## config.mk

```make
export PLATFORM = sky130hd
export DESIGN_NAME = hex_display_arbiter_flat
export DESIGN_NICKNAME = d
export VERILOG_FILES = /design/src/rtl/hex_display_arbiter_if.sv /design/src/rtl/hex_display_arbiter.sv /design/src/flat_wrapper.sv
export SDC_FILE = /design/constraint.sdc
export NUM_CORES = 1
export LEC_CHECK = 0
export CORE_ASPECT_RATIO = 0.8
export CORE_MARGIN = 1.5
export CORE_UTILIZATION = 53
export DETAILED_ROUTE_END_ITERATION = 10
export PLACE_DENSITY = 0.86
export SYNTH_ARGS = -nofsm -noshare
export SYNTH_HDL_FRONTEND = slang
export SYNTH_SLANG_ARGS = --single-unit
```

## constraint.sdc

```tcl
create_clock -name clk -period 2.8 [get_ports clk]
set_input_delay 0.42 -clock clk [delete_from_list [all_inputs] [get_ports clk]]
set_output_delay 0.42 -clock clk [all_outputs]
set_load 0.01 [all_outputs]
```

## src/rtl/hex_display_arbiter_if.sv

```systemverilog
// hex_display_arbiter_if: request/data/grant bundle between three requesters and the display arbiter
//   master: drives req, data0..data2; observes grant, num, scan_clk
//   slave : the arbiter; observes req, data0..data2; drives grant, num, scan_clk
interface hex_display_arbiter_if;
    logic [2:0]  req;
    logic [15:0] data0;
    logic [15:0] data1;
    logic [15:0] data2;
    logic [2:0]  grant;
    logic [15:0] num;
    logic        scan_clk;
    modport master (output req, data0, data1, data2, input grant, num, scan_clk);
    modport slave  (input req, data0, data1, data2, output grant, num, scan_clk);
endinterface

```

## src/rtl/hex_display_arbiter.sv

```systemverilog
// hex_display_arbiter: round-robin owner of the 4-digit hex display with minimum hold time, plus scan clock divider
//   clk, rst : system clock, asynchronous active-high reset
//   bus      : hex_display_arbiter_if.slave (req, data0..2 in; grant, num, scan_clk out)
//   HEX_ARB_ID_DIGIT_EN : when defined, num[15:12] shows owner index + 1
module hex_display_arbiter #(
    parameter int          SCAN_DIV    = 25000,
    parameter int          HOLD_CYCLES = 50000000,
    parameter logic [15:0] IDLE_VALUE  = 16'h0000
) (
    input logic clk,
    input logic rst,
    hex_display_arbiter_if.slave bus
);
    localparam int DW = $clog2(SCAN_DIV + 1);
    localparam int HW = $clog2(HOLD_CYCLES + 1);
    localparam logic [DW-1:0] DIV_MAX  = DW'(SCAN_DIV - 1);
    localparam logic [HW-1:0] HOLD_MAX = HW'(HOLD_CYCLES - 1);
`ifdef HEX_ARB_ID_DIGIT_EN
    localparam logic [15:0] IDLE_NUM = {4'h0, IDLE_VALUE[11:0]};
`else
    localparam logic [15:0] IDLE_NUM = IDLE_VALUE;
`endif

    typedef enum logic {IDLE, OWN} state_t;

    state_t        state;
    logic [1:0]    last;
    logic [HW-1:0] hold_cnt;
    logic [DW-1:0] div_cnt;
    logic [2:0]    grant_r;
    logic [15:0]   num_r;
    logic          scan_r;
    logic [2:0]    others;
    logic [1:0]    win_idle;
    logic [1:0]    win_hand;

    function automatic logic [1:0] after(input logic [1:0] k);
        return k == 2'd2 ? 2'd0 : k + 2'd1;
    endfunction

    // First set bit of r searching from k+1 round the ring; k itself is the last candidate.
    function automatic logic [1:0] pick(input logic [2:0] r, input logic [1:0] k);
        logic [1:0] a;
        logic [1:0] b;
        a = after(k);
        b = after(a);
        return r[a] ? a : r[b] ? b : k;
    endfunction

    function automatic logic [15:0] shown(input logic [1:0] k);
        logic [15:0] d;
        d = k == 2'd0 ? bus.data0 : k == 2'd1 ? bus.data1 : bus.data2;
`ifdef HEX_ARB_ID_DIGIT_EN
        return {2'b00, k + 2'd1, d[11:0]};
`else
        return d;
`endif
    endfunction

    // In OWN, last is the current owner.
    assign others   = bus.req & ~(3'b001 << last);
    assign win_idle = pick(bus.req, last);
    assign win_hand = pick(others, last);

    assign bus.grant    = grant_r;
    assign bus.num      = num_r;
    assign bus.scan_clk = scan_r;

    always_ff @(posedge clk or posedge rst) begin
        if (rst) begin
            div_cnt <= '0;
            scan_r  <= 1'b0;
        end else if (div_cnt == DIV_MAX) begin
            div_cnt <= '0;
            scan_r  <= ~scan_r;
        end else begin
            div_cnt <= div_cnt + DW'(1);
        end
    end

    always_ff @(posedge clk or posedge rst) begin
        if (rst) begin
            state    <= IDLE;
            last     <= 2'd2;
            hold_cnt <= '0;
            grant_r  <= 3'b000;
            num_r    <= IDLE_NUM;
        end else if (state == IDLE) begin
            if (|bus.req) begin
                state    <= OWN;
                last     <= win_idle;
                hold_cnt <= '0;
                grant_r  <= 3'b001 << win_idle;
                num_r    <= shown(win_idle);
            end
        end else if (!bus.req[last]) begin
            state    <= IDLE;
            hold_cnt <= '0;
            grant_r  <= 3'b000;
            num_r    <= IDLE_NUM;
        end else if (hold_cnt == HOLD_MAX && |others) begin
            last     <= win_hand;
            hold_cnt <= '0;
            grant_r  <= 3'b001 << win_hand;
            num_r    <= shown(win_hand);
        end else begin
            hold_cnt <= hold_cnt == HOLD_MAX ? hold_cnt : hold_cnt + HW'(1);
            num_r    <= shown(last);
        end
    end
endmodule

```

## src/flat_wrapper.sv

```systemverilog
// flat-port wrapper written by rule: the top's interface ports become plain ports
module hex_display_arbiter_flat 
#(
    parameter int          SCAN_DIV    = 25000,
    parameter int          HOLD_CYCLES = 50000000,
    parameter logic [15:0] IDLE_VALUE  = 16'h0000
)
  (clk, rst, bus_req, bus_data0, bus_data1, bus_data2, bus_grant, bus_num, bus_scan_clk);
  hex_display_arbiter_if bus_i ();
  input logic clk;
  input logic rst;
  input wire logic [$bits(bus_i.req)-1:0] bus_req;
  input wire logic [$bits(bus_i.data0)-1:0] bus_data0;
  input wire logic [$bits(bus_i.data1)-1:0] bus_data1;
  input wire logic [$bits(bus_i.data2)-1:0] bus_data2;
  output wire logic [$bits(bus_i.grant)-1:0] bus_grant;
  output wire logic [$bits(bus_i.num)-1:0] bus_num;
  output wire logic [$bits(bus_i.scan_clk)-1:0] bus_scan_clk;
  assign bus_i.req = bus_req;
  assign bus_i.data0 = bus_data0;
  assign bus_i.data1 = bus_data1;
  assign bus_i.data2 = bus_data2;
  assign bus_grant = bus_i.grant;
  assign bus_num = bus_i.num;
  assign bus_scan_clk = bus_i.scan_clk;
  hex_display_arbiter #(.SCAN_DIV(SCAN_DIV), .HOLD_CYCLES(HOLD_CYCLES), .IDLE_VALUE(IDLE_VALUE)) u_core (.clk(clk), .rst(rst), .bus(bus_i));
endmodule
```

=== After elaboration in Yosys (flattened, before gate mapping) ===
Index checks and enable logic that the tools add are counted.

* Add/subtract/negate cells: 4
* Magnitude comparators: 3
* Equality and inequality tests: 11
* Shifts and indexed selects: 3
* Mux-type cells: 43
* Bitwise gates (word level): 3
* Reductions and logical operators: 10

{| class="wikitable"
|+ Operators by type and width
! kind !! number
|-
| 16-bit two-way mux || 10
|-
| 26-bit two-way mux || 5
|-
| 26-bit by 1-bit adder with 26-bit output, second input constant || 1
|-
| 26-bit equality test, second input constant || 1
|-
| 2-bit two-way mux || 10
|-
| 15-bit by 1-bit adder with 15-bit output, second input constant || 1
|-
| 15-bit equality test, second input constant || 1
|-
| 15-bit two-way mux || 1
|-
| 3-bit two-way mux || 4
|-
| 1-bit binary-select mux with 2-bit select || 5
|-
| 2-bit by 3-bit < comparator with 1-bit output, second input constant || 3
|-
| 1-bit by 2-bit left shift with 3-bit output, first input constant || 3
|-
| 1-bit two-way mux || 8
|-
| 2-bit by 1-bit equality test with 1-bit output, second input constant || 3
|-
| 2-bit logical NOT || 3
|-
| 3-bit OR reduction || 2
|-
| 2-bit by 1-bit adder with 2-bit output, second input constant || 2
|-
| 2-bit equality test, second input constant || 2
|-
| 2-bit inequality test, second input constant || 2
|-
| 4-bit inequality test, second input constant || 1
|-
| 2-bit AND reduction || 2
|-
| 3-bit bitwise AND || 1
|-
| 3-bit inequality test, second input constant || 1
|-
| 3-bit inverter || 1
|-
| 4 further kinds || 4
|}

* Flip-flop bits (word level): 64
* Input port bits: 53
* Output and inout bits: 20
* Logic and storage cells: 84

=== Depth between registers and ports, before layout ===
Gate-level depths: netlist (run 1).

* Word-level depth: 14
* Mapped depth: 9
* Gate-level depth less buffers: 7

=== Worst setup path before layout (run 1) ===
Ideal clock, no wire load.

* Path kind: register to register
* Start point: register u_core.last[1]
* End point: register u_core.grant_r[1] (netlist: u_core.bus.grant[1])
* Arrival time: 1.974 ns
* Slack: 0.701 ns
* Cell stages (with the launch flop): 8
* Clock period less this slack: 2.099 ns
* Cell sequence: dfstp_2 -> buf_4 -> mux2i_1 -> a211o_1 -> nor4_4 -> nor2_2 -> nor2_4 -> mux2_2

* Word-level cells in the longest chain between the ends: 12
* Elaborated cells between the ends (all ways): 33
* Those cells by class: add/sub (2); eq/ne (3); shift (3); mux (20); bitwise (2); reduce/logical (3)

{| class="wikitable"
|+ Ends and longest elaborated chain
! what !! line !! RTL
|-
| start: declaration || hex_display_arbiter.sv:27 || <nowiki>logic [1:0] last;</nowiki>
|-
| start signal: assignment || hex_display_arbiter.sv:91 || <nowiki>last <= win_idle;</nowiki>
|-
| start signal: assignment || hex_display_arbiter.sv:102 || <nowiki>last <= win_hand;</nowiki>
|-
| 2-bit by 1-bit adder with 2-bit output / 2-bit equality test (equally long branches) || hex_display_arbiter.sv:38 || <nowiki>return k == 2'd2 ? 2'd0 : k + 2'd1;</nowiki>
|-
| 2-bit two-way mux || hex_display_arbiter.sv:38 ||
|-
| 2-bit by 1-bit adder with 2-bit output / 2-bit equality test (equally long branches) || hex_display_arbiter.sv:38 ||
|-
| 2-bit two-way mux || hex_display_arbiter.sv:38 ||
|-
| 1-bit binary-select mux with 2-bit select || hex_display_arbiter.sv:47 || <nowiki>return r[a] ? a : r[b] ? b : k;</nowiki>
|-
| 1-bit two-way mux (not written as such) || hex_display_arbiter.sv:47 ||
|-
| 2-bit two-way mux (2 in series) || hex_display_arbiter.sv:47 ||
|-
| 1-bit by 2-bit left shift with 3-bit output || hex_display_arbiter.sv:104 || <nowiki>grant_r <= 3'b001 << win_hand;</nowiki>
|-
| 3-bit two-way mux || hex_display_arbiter.sv:101 || <nowiki>end else if (hold_cnt == HOLD_MAX && |others) begin</nowiki>
|-
| 3-bit two-way mux || hex_display_arbiter.sv:96 || <nowiki>end else if (!bus.req[last]) begin</nowiki>
|-
| 3-bit two-way mux || hex_display_arbiter.sv:88 || <nowiki>end else if (state == IDLE) begin</nowiki>
|-
| end signal: assignment || hex_display_arbiter.sv:93 || <nowiki>grant_r <= 3'b001 << win_idle;</nowiki>
|-
| end signal: assignment || hex_display_arbiter.sv:104 ||
|-
| end: declaration || hex_display_arbiter.sv:30 || <nowiki>logic [2:0] grant_r;</nowiki>
|}

Parallel ways exist; a longest one is shown, timed or not. The select of a mux whose other input is x is not followed.
A chain may end at the register's enable or synchronous reset.

=== Worst setup path after layout (run 1) ===
* Start point: register u_core.hold_cnt[0]
* End point: register u_core.hold_cnt[3]

* Word-level cells in the longest chain between the ends: 5
* Elaborated cells between the ends (all ways): 9
* Those cells by class: add/sub (1); eq/ne (2); mux (4); reduce/logical (2)

{| class="wikitable"
|+ Ends and longest elaborated chain
! what !! line !! RTL
|-
| start: declaration || hex_display_arbiter.sv:28 || <nowiki>logic [HW-1:0] hold_cnt;</nowiki>
|-
| start signal: assignment || hex_display_arbiter.sv:107 || <nowiki>hold_cnt <= hold_cnt == HOLD_MAX ? hold_cnt : hold_cnt + HW'(1);</nowiki>
|-
| 26-bit by 1-bit adder with 26-bit output / 26-bit equality test (equally long branches) || hex_display_arbiter.sv:107, hex_display_arbiter.sv:101 ||
|-
| 26-bit two-way mux / 1-bit logical AND (equally long branches) || hex_display_arbiter.sv:107, hex_display_arbiter.sv:101 ||
|-
| 26-bit two-way mux || hex_display_arbiter.sv:101 ||
|-
| 26-bit two-way mux || hex_display_arbiter.sv:96 ||
|-
| 26-bit two-way mux || hex_display_arbiter.sv:88 ||
|}

Parallel ways exist; a longest one is shown, timed or not. The select of a mux whose other input is x is not followed.

==> results_dict.tcl, run 1 <==
set metrics [dict create \
    p_comb_share_pct 46.9 \
    mappedNetlistNets 524 \
    cp_slowest_cell "dfrtp_1" \
    drt_pass1_iterations 5 \
    status "finished, final reports clean" \
    die_y_um 80.96 \
    route.detailed.drc 0 \
    io_pins 73 \
    cts_hold_buf 0 \
    power_mw 3.898 \
    synthTopCellsByCount "69 x o21ai_0, 63 x dfrtp_1, 60 x nand2_1, 40 x nor2_1" \
    numCtsBuffers 9 \
    clock_latency_ns 0.34 \
    drive_gt1_share_pct 9.584 \
    r2r_end "u_core.hold_cnt[3]" \
    n_fill_cell 539 \
    cts_root_buf "clkbuf_8" \
    synth.area.top_cells "dfrtp_1 39%, o21ai_0 8.6%, nand2_1 5.6%" \
    antenna_found_initial 0 \
    via_count 4040 \
    pwr_density_cell_nw_per_um2 754.6 \
    clk_path_buf_depth 2 \
    antenna_cells 0 \
    critical_path_class "reg2reg" \
    crit_fanout 13 \
    dr.first_iter.drc_count 372 \
    finalClockSkew_ns 0.008252 \
    cts_num_sinks 64 \
    multiInputGateArea_um2 2281 \
    cp.required_ns 3.06 \
    ys_async_sr_fraction_pct 100.0 \
    switching_share_pct 38.52 \
    placed_area_um2 4957 \
    start_util_pct 54.47 \
    grt_pass1_vias 4004 \
    synth_area_per_cell_um2 8.585 \
    viasPerCell 6.140 \
    finalSetupViolations 0 \
    syn-cell-area_um2 4026 \
    hp-class "reg2reg" \
    area_growth_pct 28.28 \
    fin_ws_ns 0.4224 \
    grt_pass1_wl_um 18500 \
    path_clk_slew_ns 0.07 \
    crit_path_end_kind "flip-flop" \
    p_int_mw 2.396 \
    worstSetupEndpoint "u_core.hold_cnt[3]" \
    rows 28 \
    maxSlewHeadroom_pct 53.51 \
    dp_slack_ns 0.1706 \
    placeableCoreArea_um2 7392 \
    post_cts_resized 0 \
    final_area_um2 5165 \
    synth_top_area_share_pct 39.15 \
    p_leak_nw 2.079 \
    cp-startpoint "u_core.hold_cnt[0]" \
    synth.most_common_cell "o21ai_0" \
    fmax_mhz 420.6 \
    fin_nets 603 \
    setup.worst_path.start_class "flip-flop" \
    hpwl_um 7851 \
    ir_drop_v 0.0004026 \
    grt_start_max_net_pins 35 \
    yosysTopAreaCell "dfrtp_1" \
    route.antenna.remaining_nets 0 \
    rsz0062_at_grt "false" \
    post-route-period-util_pct 84.91 \
    clkPwrFrac_pct 21.0 \
    routed_wl_um 11210 \
    place_congestion 0.8984 \
    regArea_um2 1603 \
    io_buffers 72 \
    cp_data_arrival_time_ns 2.64 \
    period_needed_ns 2.378 \
    ys_types 50 \
    finalHoldViolations 0 \
    post_cts_buffers 0 \
    cts-htree-levels 3 \
    die-area_um2 8132 \
    synthCells 469 \
    fp.dieW_um 100.5 \
    rr_startpoint "u_core.hold_cnt[0]" \
    cts_tree "yes" \
    tightest_slew_ns 0.6963 \
    switching_power_mw 1.502 \
    r2r_slack_ns 0.42 \
    slowest_delay_ns 0.41 \
    wl_per_cell_um 17.03 \
    grt_overflow 0 \
    path_cells "ha_1 -> and4_1 -> nand2_1 -> a2111oi_2 -> buf_4 -> or2_2 -> or3_1 -> a21oi_1" \
    synth-warning-count 0 \
    ff2ff_path_depth 8 \
    ys_seq_area_share_pct 39.81 \
    synth-main-ff-cell "dfrtp_1" \
    synth-seq-cells 64 \
    track_usage_pct 29.02 \
    drv_cap 0 \
    p_seq_share_pct 32.1 \
    fin_tns_setup_ns 0 \
    synth-edff-count 0 \
    slew_viol_final 0 \
]
-- power groups by stage --
stage               Clock [mW]  Combinational, mW  Sequential, mW
finish                   0.818               1.83            1.25
global route             0.871               2.00            1.27
CTS                      0.835               1.81            1.24
detailed placement           0               1.80            1.26
global placement             0               1.73            1.25
floorplan                    0               1.07            1.25
-- stage by stage --
| step | cells | hold WS (ns) | utilization [%] |
|---|---|---|---|
| 2_1_floorplan | 469 | 0.4329 | - |
| 3_3_place_gp | 642 | 0.4479 | 67.06 |
| 3_5_place_dp | 642 | 0.4559 | 67.06 |
| 4_1_cts | 658 | 0.4656 | 69.87 |
| 5_1_grt | 658 | 0.4958 | 69.87 |
| 6_report | 658 | 0.4627 | 69.87 |
-- state kept, by name (all words and copies together), names as in the netlist --
name                 cells
u_core.last              2
u_core.div_cnt          15
u_core.hold_cnt         26
u_core.bus.scan_clk      1
u_core.bus.num          16
u_core.state             1
u_core.bus.grant         3
-- worst min path at each step --
stage / start / to / slack, ns / depth (start not counted)
after floorplan: u_core.div_cnt[0] / u_core.div_cnt[0] / 0.43 / 1
after global placement: u_core.div_cnt[0] / u_core.div_cnt[0] / 0.45 / 1
after detailed placement: u_core.div_cnt[0] / u_core.div_cnt[0] / 0.46 / 1
after CTS: u_core.div_cnt[0] / u_core.div_cnt[0] / 0.47 / 1
after global routing: u_core.bus.scan_clk / u_core.bus.scan_clk / 0.50 / 1
final: u_core.div_cnt[0] / u_core.div_cnt[0] / 0.46 / 1
-- metal layers --
| layer | routed length (um) | share of wire [%] | track usage, % | vias up |
|---|---|---|---|---|
| met2 | 5338 | 48 | 48.37 | 229 |
| met5 | 0 | 0 | 0 | - |
| met4 | 253 | 2.3 | 15.77 | 0 |
| li1 | - | - | - | 1866 |
| met3 | 995 | 8.9 | 6.713 | 30 |
| met1 | 4619 | 41 | 35.29 | 1915 |
-- worst max-delay path: cells and delay by family (launching register included) --
family / cells / cell delay [ns]
simple gates: 4 / 1.21
flops: 1 / 0.41
fa+ha+maj: 1 / 0.29
compound gates: 2 / 0.20
buf+inv: 1 / 0.19
-- area by class of cell --
class,count,area share [%]
clock inverter,4,1.017
tap,105,2.544
inverter,5,0.3634
sequential,64,31.03
timing repair buffer,94,17.88
multi-input combinational,374,44.16
clock buffer,12,3.004
-- placed cells by master, fill, tap and decap left out, types with 2 or more instances in the layout --
master	netlist	layout
clkdlybuf4s50_1	0	72
o21ai_0	69	69
dfrtp_1	63	63
nand2_1	60	60
nor2_1	40	40
nand3_1	21	21
and3_1	21	21
mux2i_1	20	20
buf_4	4	19
xnor2_1	17	17
a211oi_1	17	17
o2bb2ai_1	16	16
clkbuf_8	0	11
xor2_1	10	10
nor3_1	9	9
nor4_1	8	7
a21oi_1	7	7
nand4_1	6	6
a22o_1	5	5
or3_1	5	5
a31oi_1	4	4
o21ai_1	4	4
nor4b_1	3	3
mux2_2	3	3
inv_1	4	3
clkinvlp_4	0	3
buf_12	0	3
nand3b_1	2	2
and4_1	2	2
nor2b_1	2	2
and3b_1	2	2
nor3b_1	2	2
or2_2	2	2
inv_2	1	2
ha_1	2	2
-- kinds of logic (layout without fill, tap and decap cells) --
logic type	after synthesis	after routing	synth area share (%)
multiplexers	23	23	5.811
XOR/XNOR	27	27	5.873
buffers and inverters	31	115	3.698
AND/OR/NAND/NOR	194	194	24.46
AO/OA/AOI/OAI	128	128	19.73
flip-flops	64	64	39.81
adder cells (fa/ha/maj)	2	2	0.6214
Note: power is estimated with default switching activity, not from simulation.
==> run 2, diff against run 1 <==
==> constraint.sdc (replaced) <==
create_clock -name clk -period 2.3 [get_ports clk]
set_input_delay 0.345 -clock clk [delete_from_list [all_inputs] [get_ports clk]]
set_output_delay 0.345 -clock clk [all_outputs]
set_load 0.01 [all_outputs]
==> run 2 against run 1 <==
Clock power grew 32%. Largest power group unchanged. Final area grew 3.3%. Via count increased by 0.64%. Critical path type unchanged. Critical endpoint is now u_core.bus.num[7]. Sequential power increased by 23%. Maximum frequency rose by 8.9%.
==> results_dict.tcl, run 2 (synthesized netlist as in run 1, its figures left out) <==
set metrics [dict create \
    status "finished, final reports clean" \
    ff2ff_path_depth 9 \
    dr.first_iter.drc_count 414 \
    holdWs_ns 0.3933 \
    io_buffers 72 \
    rows 28 \
    area_growth_pct 32.50 \
    r2r_slack_ns 0.12 \
    rr_startpoint "u_core.hold_cnt[0]" \
    post-route-period-util_pct 94.94 \
    period_needed_ns 2.184 \
    slew_viol_final 0 \
    cts_root_buf "clkbuf_8" \
    path_clk_slew_ns 0.07 \
    antenna_found_initial 0 \
    die_y_um 80.96 \
    drt_pass1_iterations 6 \
    pwr_density_cell_nw_per_um2 923.7 \
    wl_met2_um 5496 \
    drv_cap 0 \
    grt_pass1_vias 3957 \
    numCtsBuffers 9 \
    start_util_pct 54.47 \
    grt_pass1_wl_um 18470 \
    largest_register_ffs 26 \
    largest_register "u_core.hold_cnt" \
    post_cts_buffers 0 \
    highest_layer "met4" \
    viasPerCell 6.015 \
    fmax_mhz 458.0 \
    fin_ws_ns 0.1164 \
    crit_fanout 9 \
    setup.worst_path.start_class "flip-flop" \
    die-area_um2 8132 \
    hp-class "in2async" \
    tightest_slew_ns 0.4186 \
    fin_nets 622 \
    route.antenna.remaining_nets 0 \
    grt_start_max_net_pins 65 \
    place_congestion 0.9102 \
    layout_commonest_cell "clkdlybuf4s50_1" \
    track_usage_pct 28.92 \
    clk_path_buf_depth 2 \
    crit_path_frequent_cell "buf_4" \
    cts_num_sinks 64 \
    cts-htree-levels 3 \
    hpwl_um 7911 \
    antenna_cells 0 \
    wl_met3_um 764 \
    path_cells "ha_2 -> and4_1 -> nand2_2 -> nor4_4 -> buf_4 -> inv_2 -> o21ai_2 -> buf_4 -> o2bb2ai_1" \
    cts_tree "yes" \
    fp.dieW_um 100.5 \
    slowest_delay_ns 0.41 \
    cp_data_arrival_time_ns 2.45 \
    io_pins 73 \
    finalHoldViolations 0 \
    ir_drop_v 0.0005335 \
    p_leak_nw 2.187 \
    route.detailed.drc 0 \
    finalClockSkew_ns 0.01085 \
    clock_latency_ns 0.34 \
    via_count 4066 \
    cp-startpoint "u_core.hold_cnt[0]" \
    dp_slack_ns -0.2092 \
    cp_slowest_cell "nor4_4" \
    cp.required_ns 2.57 \
    r2r_end "u_core.bus.num[7]" \
    drive_gt1_share_pct 13.31 \
    grt_overflow 0 \
    maxSlewHeadroom_pct 71.86 \
    routed_wl_um 11380 \
    layout.cells.most_common_list "72 x clkdlybuf4s50_1, 68 x o21ai_0, 63 x dfrtp_1" \
    wl_per_cell_um 16.83 \
    finalSetupViolations 0 \
    critical_path_class "reg2reg" \
    wl_met1_um 4928 \
    placeableCoreArea_um2 7392 \
    crit_path_end_kind "flip-flop" \
]
run 2: layer usage:
| metal | vias to the layer above | track usage (%) |
|---|---|---|
| met1 | 1981 | 36.71 |
| met2 | 165 | 47.82 |
| met4 | 0 | 11.41 |
| met5 | - | 0 |
| met3 | 24 | 7.401 |
| li1 | 1896 | - |
run 2: repair_timing:
item	CTS	global route
endpoints found under the setup margin	0	27
resized for setup	0	7
hold buffers	0	0
run 2: cell type report:
| class | count | area (um^2) |
|---|---|---|
| repair buffers | 113 | 1057 |
| clock inverters | 3 | 65.06 |
| fillers | 560 | 2057 |
| well taps | 105 | 131.4 |
| clock buffers | 12 | 155.1 |
| flip-flops and latches | 64 | 1603 |
| inverters | 5 | 18.77 |
| multi-input cells | 374 | 2305 |
run 2: worst max-delay path: cells and delay by family, from the launching register on:
kind	cells	cell delay, ns
AOI/OAI and AO/OA	2	0.26
adders and majority gates	1	0.24
buffers and inverters	3	0.41
DFF	1	0.40
and+or+nand+nor	3	0.79
run 2: worst max path at each step:
stage	end	slack [ns]
3_3_place_gp	u_core.hold_cnt[25]	-0.09
3_5_place_dp	u_core.hold_cnt[15]	-0.21
6_report	u_core.bus.num[7]	0.12
2_1_floorplan	u_core.bus.grant[1]	0.20
4_1_cts	u_core.hold_cnt[18]	0.06
5_1_grt	u_core.bus.num[5]	-0.002
run 2: where the power goes:
part	switching (mW)	internal, mW
Clock	0.419	0.662
Sequential	0.211	1.33
Combinational	1.20	1.11
run 2: through the flow:
| stage | total power, mW | instance area [um^2] | util [%] | instances | setup TNS (ns) |
|---|---|---|---|---|---|
| floorplan | 2.831 | 4026 | - | 469 | 0 |
| global route | 5.214 | 5335 | 72.17 | 676 | -0.002541 |
| finish | 4.928 | 5335 | 72.17 | 676 | 0 |
| CTS | 4.900 | 5308 | 71.80 | 676 | 0 |
| global placement | 3.705 | 5087 | 68.82 | 661 | -2.712 |
| detailed placement | 3.787 | 5087 | 68.82 | 661 | -7.004 |
